## config.mk

```make
export PLATFORM = sky130hd
export DESIGN_NAME = funnel_sched_flat
export DESIGN_NICKNAME = d
export VERILOG_FILES = /design/src/rtl/funnel_sched_if.sv /design/src/rtl/funnel_sched.sv /design/src/flat_wrapper.sv
export SDC_FILE = /design/constraint.sdc
export NUM_CORES = 1
export LEC_CHECK = 0
export ABC_CLOCK_PERIOD_IN_PS = 7000
export BUFFER_PORTS_ARGS = -buffer_cell sky130_fd_sc_hd__buf_4
export CAP_MARGIN = 25
export CORE_MARGIN = 2
export CORE_UTILIZATION = 45
export DETAILED_ROUTE_END_ITERATION = 16
export GPL_TIMING_DRIVEN = 0
export PLACE_DENSITY = 0.77
export SETUP_SLACK_MARGIN = 0.05
export SLEW_MARGIN = 10
export SYNTH_ARGS = -nofsm -noshare
export SYNTH_HDL_FRONTEND = slang
export SYNTH_SLANG_ARGS = --single-unit
```

## constraint.sdc

```tcl
create_clock -name CLK -period 7 [get_ports CLK]
set_clock_uncertainty 0.05 [all_clocks]
set_input_delay 0.35 -clock CLK [delete_from_list [all_inputs] [get_ports CLK]]
set_output_delay 0.35 -clock CLK [all_outputs]
set_load 0.02 [all_outputs]
```

## src/rtl/funnel_sched_if.sv

```systemverilog
`default_nettype none
// ============================================================================
// Module      : funnel_sched_if
// Description : Handshake bundle between funnel_sched and its surroundings.
//               Carries the per-lane data-available flags, the funnel's
//               select method, the funnel's out PipeOut (first/deq), the
//               downstream sink enq method and the debug grant index.
//               master : the scheduler side (drives ENAs, select_v, sink data)
//               slave  : the funnel/sink side (drives RDYs, avail, out__first)
// Revision    : 1.0  initial release
// ============================================================================
interface funnel_sched_if #(
    parameter int FUNNEL_WIDTH = 8,
    parameter int WIDTH        = 16
);
    logic [FUNNEL_WIDTH-1:0] avail;
    logic                    select__ENA;
    logic [31:0]             select_v;
    logic                    select__RDY;
    logic [WIDTH-1:0]        out__first;
    logic                    out__first__RDY;
    logic                    out__deq__ENA;
    logic                    out__deq__RDY;
    logic                    sink__enq__ENA;
    logic [WIDTH-1:0]        sink__enq_v;
    logic                    sink__enq__RDY;
    logic [4:0]              grant;

    modport master (
        input  avail, select__RDY, out__first, out__first__RDY,
               out__deq__RDY, sink__enq__RDY,
        output select__ENA, select_v, out__deq__ENA, sink__enq__ENA,
               sink__enq_v, grant
    );

    modport slave (
        output avail, select__RDY, out__first, out__first__RDY,
               out__deq__RDY, sink__enq__RDY,
        input  select__ENA, select_v, out__deq__ENA, sink__enq__ENA,
               sink__enq_v, grant
    );
endinterface
`default_nettype wire

```

## src/rtl/funnel_sched.sv

```systemverilog
`default_nettype none
// ============================================================================
// Module      : funnel_sched
// Description : Round-robin scheduler for an N-to-1 SelectOut funnel. In IDLE
//               it picks the first lane with data at or after a rotating
//               pointer, programs the funnel's select with it, then in XFER
//               moves beats from the funnel's out port to the sink until the
//               burst limit is reached or the lane runs dry.
// Ports       : CLK  - clock, rising edge
//               RST  - synchronous reset, active-high
//               bus  - funnel_sched_if.master (avail, select, out, sink, grant)
// Config      : FUNNEL_SCHED_BURST_EN defined   -> up to MAX_BURST beats/grant
//               FUNNEL_SCHED_BURST_EN undefined -> exactly one beat per grant
// Revision    : 1.0  initial release
// ============================================================================
module funnel_sched #(
    parameter int FUNNEL_WIDTH = 8,
    parameter int WIDTH        = 16,
    parameter int MAX_BURST    = 4
) (
    input  logic           CLK,
    input  logic           RST,
    funnel_sched_if.master bus
);

    localparam int PTR_W = $clog2(FUNNEL_WIDTH);

    generate
        if (FUNNEL_WIDTH < 2 || FUNNEL_WIDTH > 32 || MAX_BURST < 1 || MAX_BURST > 255) begin : g_bad_param
            $error("funnel_sched: parameter out of range");
        end
    endgenerate

    typedef enum logic [0:0] {
        IDLE = 1'b0,
        XFER = 1'b1
    } state_t;

    state_t             r_state;
    state_t             w_state_nxt;
    logic [PTR_W-1:0]   r_ptr;
    logic [PTR_W-1:0]   r_grant;
    logic [PTR_W-1:0]   w_cand;
    logic               w_cand_vld;
    logic               w_sel_ena;
    logic               w_fire;
    logic               w_exit;
    logic               w_last_beat;
    logic               w_run;
    logic [WIDTH-1:0]   w_sink_data;

    // (base + off) mod FUNNEL_WIDTH for off < FUNNEL_WIDTH; works for
    // non-power-of-two lane counts.
    function automatic logic [PTR_W-1:0] wrap_idx(input logic [PTR_W-1:0] base,
                                                  input int unsigned      off);
        int unsigned sum;
        sum = 32'(base) + off;
        if (sum >= 32'(FUNNEL_WIDTH))
            sum = sum - 32'(FUNNEL_WIDTH);
        return PTR_W'(sum);
    endfunction

    // Scan from the farthest offset down to offset 0 so the lane nearest
    // at-or-after r_ptr is the last one written and therefore wins.
    always_comb begin
        w_cand_vld = 1'b0;
        w_cand     = '0;
        for (int k = FUNNEL_WIDTH - 1; k >= 0; k--) begin
            if (bus.avail[wrap_idx(r_ptr, k)]) begin
                w_cand_vld = 1'b1;
                w_cand     = wrap_idx(r_ptr, k);
            end
        end
    end

`ifdef FUNNEL_SCHED_BURST_EN
    logic [7:0] r_cnt;

    assign w_last_beat = (r_cnt == 8'(MAX_BURST - 1));

    // Wraps to 0 on the last beat so the stored count stays below MAX_BURST.
    always_ff @(posedge CLK) begin
        if (RST)
            r_cnt <= 8'd0;
        else if (w_sel_ena)
            r_cnt <= 8'd0;
        else if (w_fire)
            r_cnt <= w_last_beat ? 8'd0 : r_cnt + 8'd1;
    end
`else
    assign w_last_beat = 1'b1;
`endif

    always_comb begin
        w_state_nxt = r_state;
        w_sel_ena   = 1'b0;
        w_fire      = 1'b0;
        w_exit      = 1'b0;
        case (r_state)
            IDLE: begin
                if (w_cand_vld && bus.select__RDY) begin
                    w_sel_ena   = 1'b1;
                    w_state_nxt = XFER;
                end
            end
            XFER: begin
                w_fire = bus.out__first__RDY & bus.out__deq__RDY & bus.sink__enq__RDY;
                // Release on burst completion, or when the lane has gone dry
                // and nothing is moving this cycle.
                w_exit = (w_fire & w_last_beat) | (~bus.avail[r_grant] & ~w_fire);
                if (w_exit)
                    w_state_nxt = IDLE;
            end
            default: w_state_nxt = IDLE;
        endcase
    end

    always_ff @(posedge CLK) begin
        if (RST) begin
            r_state <= IDLE;
            r_ptr   <= '0;
            r_grant <= '0;
        end else begin
            r_state <= w_state_nxt;
            if (w_sel_ena)
                r_grant <= w_cand;
            if (w_exit)
                r_ptr <= wrap_idx(r_grant, 1);
        end
    end

    // The reset cycle must not fire any method, even if the state register
    // still says XFER from before the reset.
    assign w_run       = ~RST;
    assign w_sink_data = (r_state == XFER && w_run) ? bus.out__first : '0;

    assign bus.select__ENA    = w_sel_ena & w_run;
    assign bus.select_v       = (w_sel_ena & w_run) ? 32'(w_cand) : 32'd0;
    assign bus.out__deq__ENA  = w_fire & w_run;
    assign bus.sink__enq__ENA = w_fire & w_run;
    assign bus.sink__enq_v    = w_sink_data;
    assign bus.grant          = 5'(r_grant);

endmodule
`default_nettype wire

```

## src/flat_wrapper.sv

```systemverilog
// flat-port wrapper written by rule: the top's interface ports become plain ports
module funnel_sched_flat 
#(
    parameter int FUNNEL_WIDTH = 8,
    parameter int WIDTH        = 16,
    parameter int MAX_BURST    = 4
)
  (CLK, RST, bus_avail, bus_select__RDY, bus_out__first, bus_out__first__RDY, bus_out__deq__RDY, bus_sink__enq__RDY, bus_select__ENA, bus_select_v, bus_out__deq__ENA, bus_sink__enq__ENA, bus_sink__enq_v, bus_grant);
  funnel_sched_if #(.FUNNEL_WIDTH(FUNNEL_WIDTH), .WIDTH(WIDTH)) bus_i ();
  input  logic CLK;
  input  logic RST;
  input wire logic [$bits(bus_i.avail)-1:0] bus_avail;
  input wire logic [$bits(bus_i.select__RDY)-1:0] bus_select__RDY;
  input wire logic [$bits(bus_i.out__first)-1:0] bus_out__first;
  input wire logic [$bits(bus_i.out__first__RDY)-1:0] bus_out__first__RDY;
  input wire logic [$bits(bus_i.out__deq__RDY)-1:0] bus_out__deq__RDY;
  input wire logic [$bits(bus_i.sink__enq__RDY)-1:0] bus_sink__enq__RDY;
  output wire logic [$bits(bus_i.select__ENA)-1:0] bus_select__ENA;
  output wire logic [$bits(bus_i.select_v)-1:0] bus_select_v;
  output wire logic [$bits(bus_i.out__deq__ENA)-1:0] bus_out__deq__ENA;
  output wire logic [$bits(bus_i.sink__enq__ENA)-1:0] bus_sink__enq__ENA;
  output wire logic [$bits(bus_i.sink__enq_v)-1:0] bus_sink__enq_v;
  output wire logic [$bits(bus_i.grant)-1:0] bus_grant;
  assign bus_i.avail = bus_avail;
  assign bus_i.select__RDY = bus_select__RDY;
  assign bus_i.out__first = bus_out__first;
  assign bus_i.out__first__RDY = bus_out__first__RDY;
  assign bus_i.out__deq__RDY = bus_out__deq__RDY;
  assign bus_i.sink__enq__RDY = bus_sink__enq__RDY;
  assign bus_select__ENA = bus_i.select__ENA;
  assign bus_select_v = bus_i.select_v;
  assign bus_out__deq__ENA = bus_i.out__deq__ENA;
  assign bus_sink__enq__ENA = bus_i.sink__enq__ENA;
  assign bus_sink__enq_v = bus_i.sink__enq_v;
  assign bus_grant = bus_i.grant;
  funnel_sched #(.FUNNEL_WIDTH(FUNNEL_WIDTH), .WIDTH(WIDTH), .MAX_BURST(MAX_BURST)) u_core (.CLK(CLK), .RST(RST), .bus(bus_i));
endmodule
```

==> metrics <==
dpl cells=about 370; total iterations of the first detailed-routing run=4; number of CTS-inserted buffers=3; number of gates resized after CTS=0; largest family of logic cells by synthesized area=multiplexers; register area share after synthesis=7.161%; total of max-cap violations=0; endpoint type of the worst setup path=output pin; Post-synth top flop=dfxtp_1; Synth Area in Compound Gates=between 20% and 30%; share of the synthesized area in the top cell type=between 10% and 20%; Total GRT Usage=between 20% and 30%; worst skew pair latency=approximately 0.23 ns; first-pass GRT wire length=between 9000 and 10000 um; share of synthesized registers carrying an async set or reset=0%; DIE WIDTH=approximately 70 um; DRT antenna net count=0; number of I/O pins=86; maximum vdd drop=roughly 0.15 mV; final hold violation count=0; Layout Nets=359; reg2reg end=u_core.r_grant[0]$_SDFFE_PP0N_; post-synthesis simple-gate area fraction=approximately a fifth; pin count of the biggest net entering global routing=11; HP Class=in -> reg; WL per Instance=14.78 um; share of cells above drive strength 1=approximately two fifths; Setup Buffers After CTS=0; worst slew pin tran=a little over 0.5 ns; Vias=roughly 2000; Post-CTS Hold Fix Bufs=0; WP data required=roughly 6.6 ns; fin crit share=56.09%; CTS HTree Levels=1; initial antenna violation count=0; Cell Area, Synth=slightly below 2000 um^2; post-synth top area cell=buf_4; pre-CTS WS=3.376 ns; number of vias per cell=about 5.4; CP most frequent cell=buf_4; fin cells=about 380; final core utilization=around 62%; root buffer cell=clkbuf_8; core region area=4086 um^2; r2r setup slk=roughly 3.7 ns; most common cell in the netlist=buf_4; status=complete, no violations; reg2reg start=u_core.r_ptr[1]$_SDFFE_PP0P_; n_diodes=0; Remaining DRCs=0; CP startpoint kind=flip-flop; Leak=~1.2 nW; setup ws final=roughly 3.1 ns; Synth Area in XOR/XNOR=under 10%; residual overflow from global routing=0; RSZ-0062 raised after global routing=false; Gate Count Post-Synth=roughly 240; minimum clock period=around 4 ns; clock transition at the registers of the reported paths=roughly 0.040 ns; total negative slack=0 ns; # rows=23; die span in y=around 70 um; CTS tree=done; synthesis-stage register bit count=7; Syn-to-layout area delta=29.67%; final setup fails=0; highest-delay cell along the critical path=a311oi_1; vias in the first global route=about 1900; crit-path cells=buf_2, clkinv_1, ha_1, buf_4, buf_4, mux2i_1, mux2i_1, o211ai_1, a31o_2, a311oi_1, buf_4; Ys Warns=0; Worst R2R Path Depth=11; Distinct cells, synth=57; fillcell total=approximately 380; Port Buffer Count=48; Clock Sinks=7; hold_sp=RST; Initial Util=around 48%; dominant cells by area after synthesis=buf_4 (14%), mux4_2 (12%), mux2i_1 (8.7%), dfxtp_1 (7.2%), and2_1 (5.4%); worst slew margin relative to its limit=between 60 and 70%; WS Path Type=reg -> out; final WL=between 5000 and 6000 um; Synth top cells by count=buf_4 (37), nand2_1 (19), and2_1 (17), mux2i_1 (17); gpl congestion=roughly 0.95; Slew Viols, Final=0; Hold EP=u_core.r_ptr[2]$_SDFFE_PP0P_; hold depth=2; Synth Area in Adders=1.918%; drt initial violations=around 130; Crit path largest cell delay=roughly 0.44 ns; crit path DAT=~3.5 ns; WHS=between 0.3 and 0.4 ns; P per Cell Area=between 100 and 150 nW/um^2; die area=approximately 4900 um^2; CP max FO=10; fmax=roughly 250 MHz; worst-case clock buffer depth=2; Post-Synthesis Mean Instance Area=roughly 8.1 um^2; hpwl dp=4327 um; Post-synth EDFFs=0; mux cell area share after synthesis=26.73%
[cell type report]
| cell class | count | area (um^2) | share of cell area (%) |
|---|---|---|---|
| buffer | 53 | 354.1 | 13.95 |
| clock buffer | 4 | 45.04 | 1.775 |
| sequential | 7 | 140.1 | 5.523 |
| tap | 50 | 62.56 | 2.465 |
| inverter | 6 | 22.52 | 0.8876 |
| timing repair buffer | 48 | 360.3 | 14.20 |
| multi-input combinational | 207 | 1553 | 61.19 |
[metal layers]
layer  vias up  wire [um]  track usage, %  share of wire, %
met3         0        559           2.453                10
met5         -          0               0                 0
met1       919       2219           29.77                40
met2       100       2762           39.47                50
li1        993          -               -                 -
met4         0          0           5.128                 0
[logic make-up after synthesis]
kind of cell	Yosys count
xor gates and xnor gates	5
AOI/OAI and AO/OA	51
and+or+nand+nor	80
other	1
buffers and inverters	59
adders and majority gates	3
muxes	37
DFF	7
[stage by stage]
step                      power (mW)  instance area [um^2]
after detailed placement      0.3042                  2492
after floorplan               0.2448                  2069
after global routing          0.3919                  2537
final                         0.3653                  2537
after CTS                     0.3629                  2537
after global placement        0.3012                  2492
[cell usage in the layout (no fill, tap or decap), types with 5 or more instances in the layout]
cell	count
nor2_1	11
nand2_1	19
mux2_2	9
nand3_1	11
buf_4	85
clkbuf_1	8
mux4_2	10
buf_2	6
dfxtp_1	7
conb_1	31
mux2i_1	17
nor3_1	6
inv_1	5
a21oi_1	6
and2_1	17
[report_power, final]
| part | total (mW) | internal (mW) | leakage, nW | switching, mW |
|---|---|---|---|---|
| Clock | 0.0575 | 0.0395 | 0.0228 | 0.0180 |
| Combinational | 0.258 | 0.114 | 1.09 | 0.144 |
| Sequential | 0.0497 | 0.0447 | 0.0572 | 0.00500 |
[critical path: cells and delay by family (launching register included)]
family	cells	cell delay [ns]
compound gates	3	1.07
buf+inv	5	1.06
mux	2	0.47
fa+ha+maj	1	0.37
flops	1	0.32
[worst max-delay path by stage]
stage                                       from              end  slack (ns)
floorplan           u_core.r_ptr[1]$_SDFFE_PP0P_  bus_select_v[0]        3.78
global placement    u_core.r_ptr[1]$_SDFFE_PP0P_  bus_select_v[0]        3.35
detailed placement  u_core.r_ptr[1]$_SDFFE_PP0P_  bus_select_v[0]        3.38
CTS                 u_core.r_ptr[1]$_SDFFE_PP0P_  bus_select_v[0]        3.10
global route        u_core.r_ptr[1]$_SDFFE_PP0P_  bus_select_v[0]        2.82
finish              u_core.r_ptr[1]$_SDFFE_PP0P_  bus_select_v[0]        3.07
[flip-flops by register name, summed over array words and instances (netlist names)]
register	cells
u_core.r_grant	3
u_core.r_ptr	3
u_core.r_state	1
(Power assumes the default switching activity.)
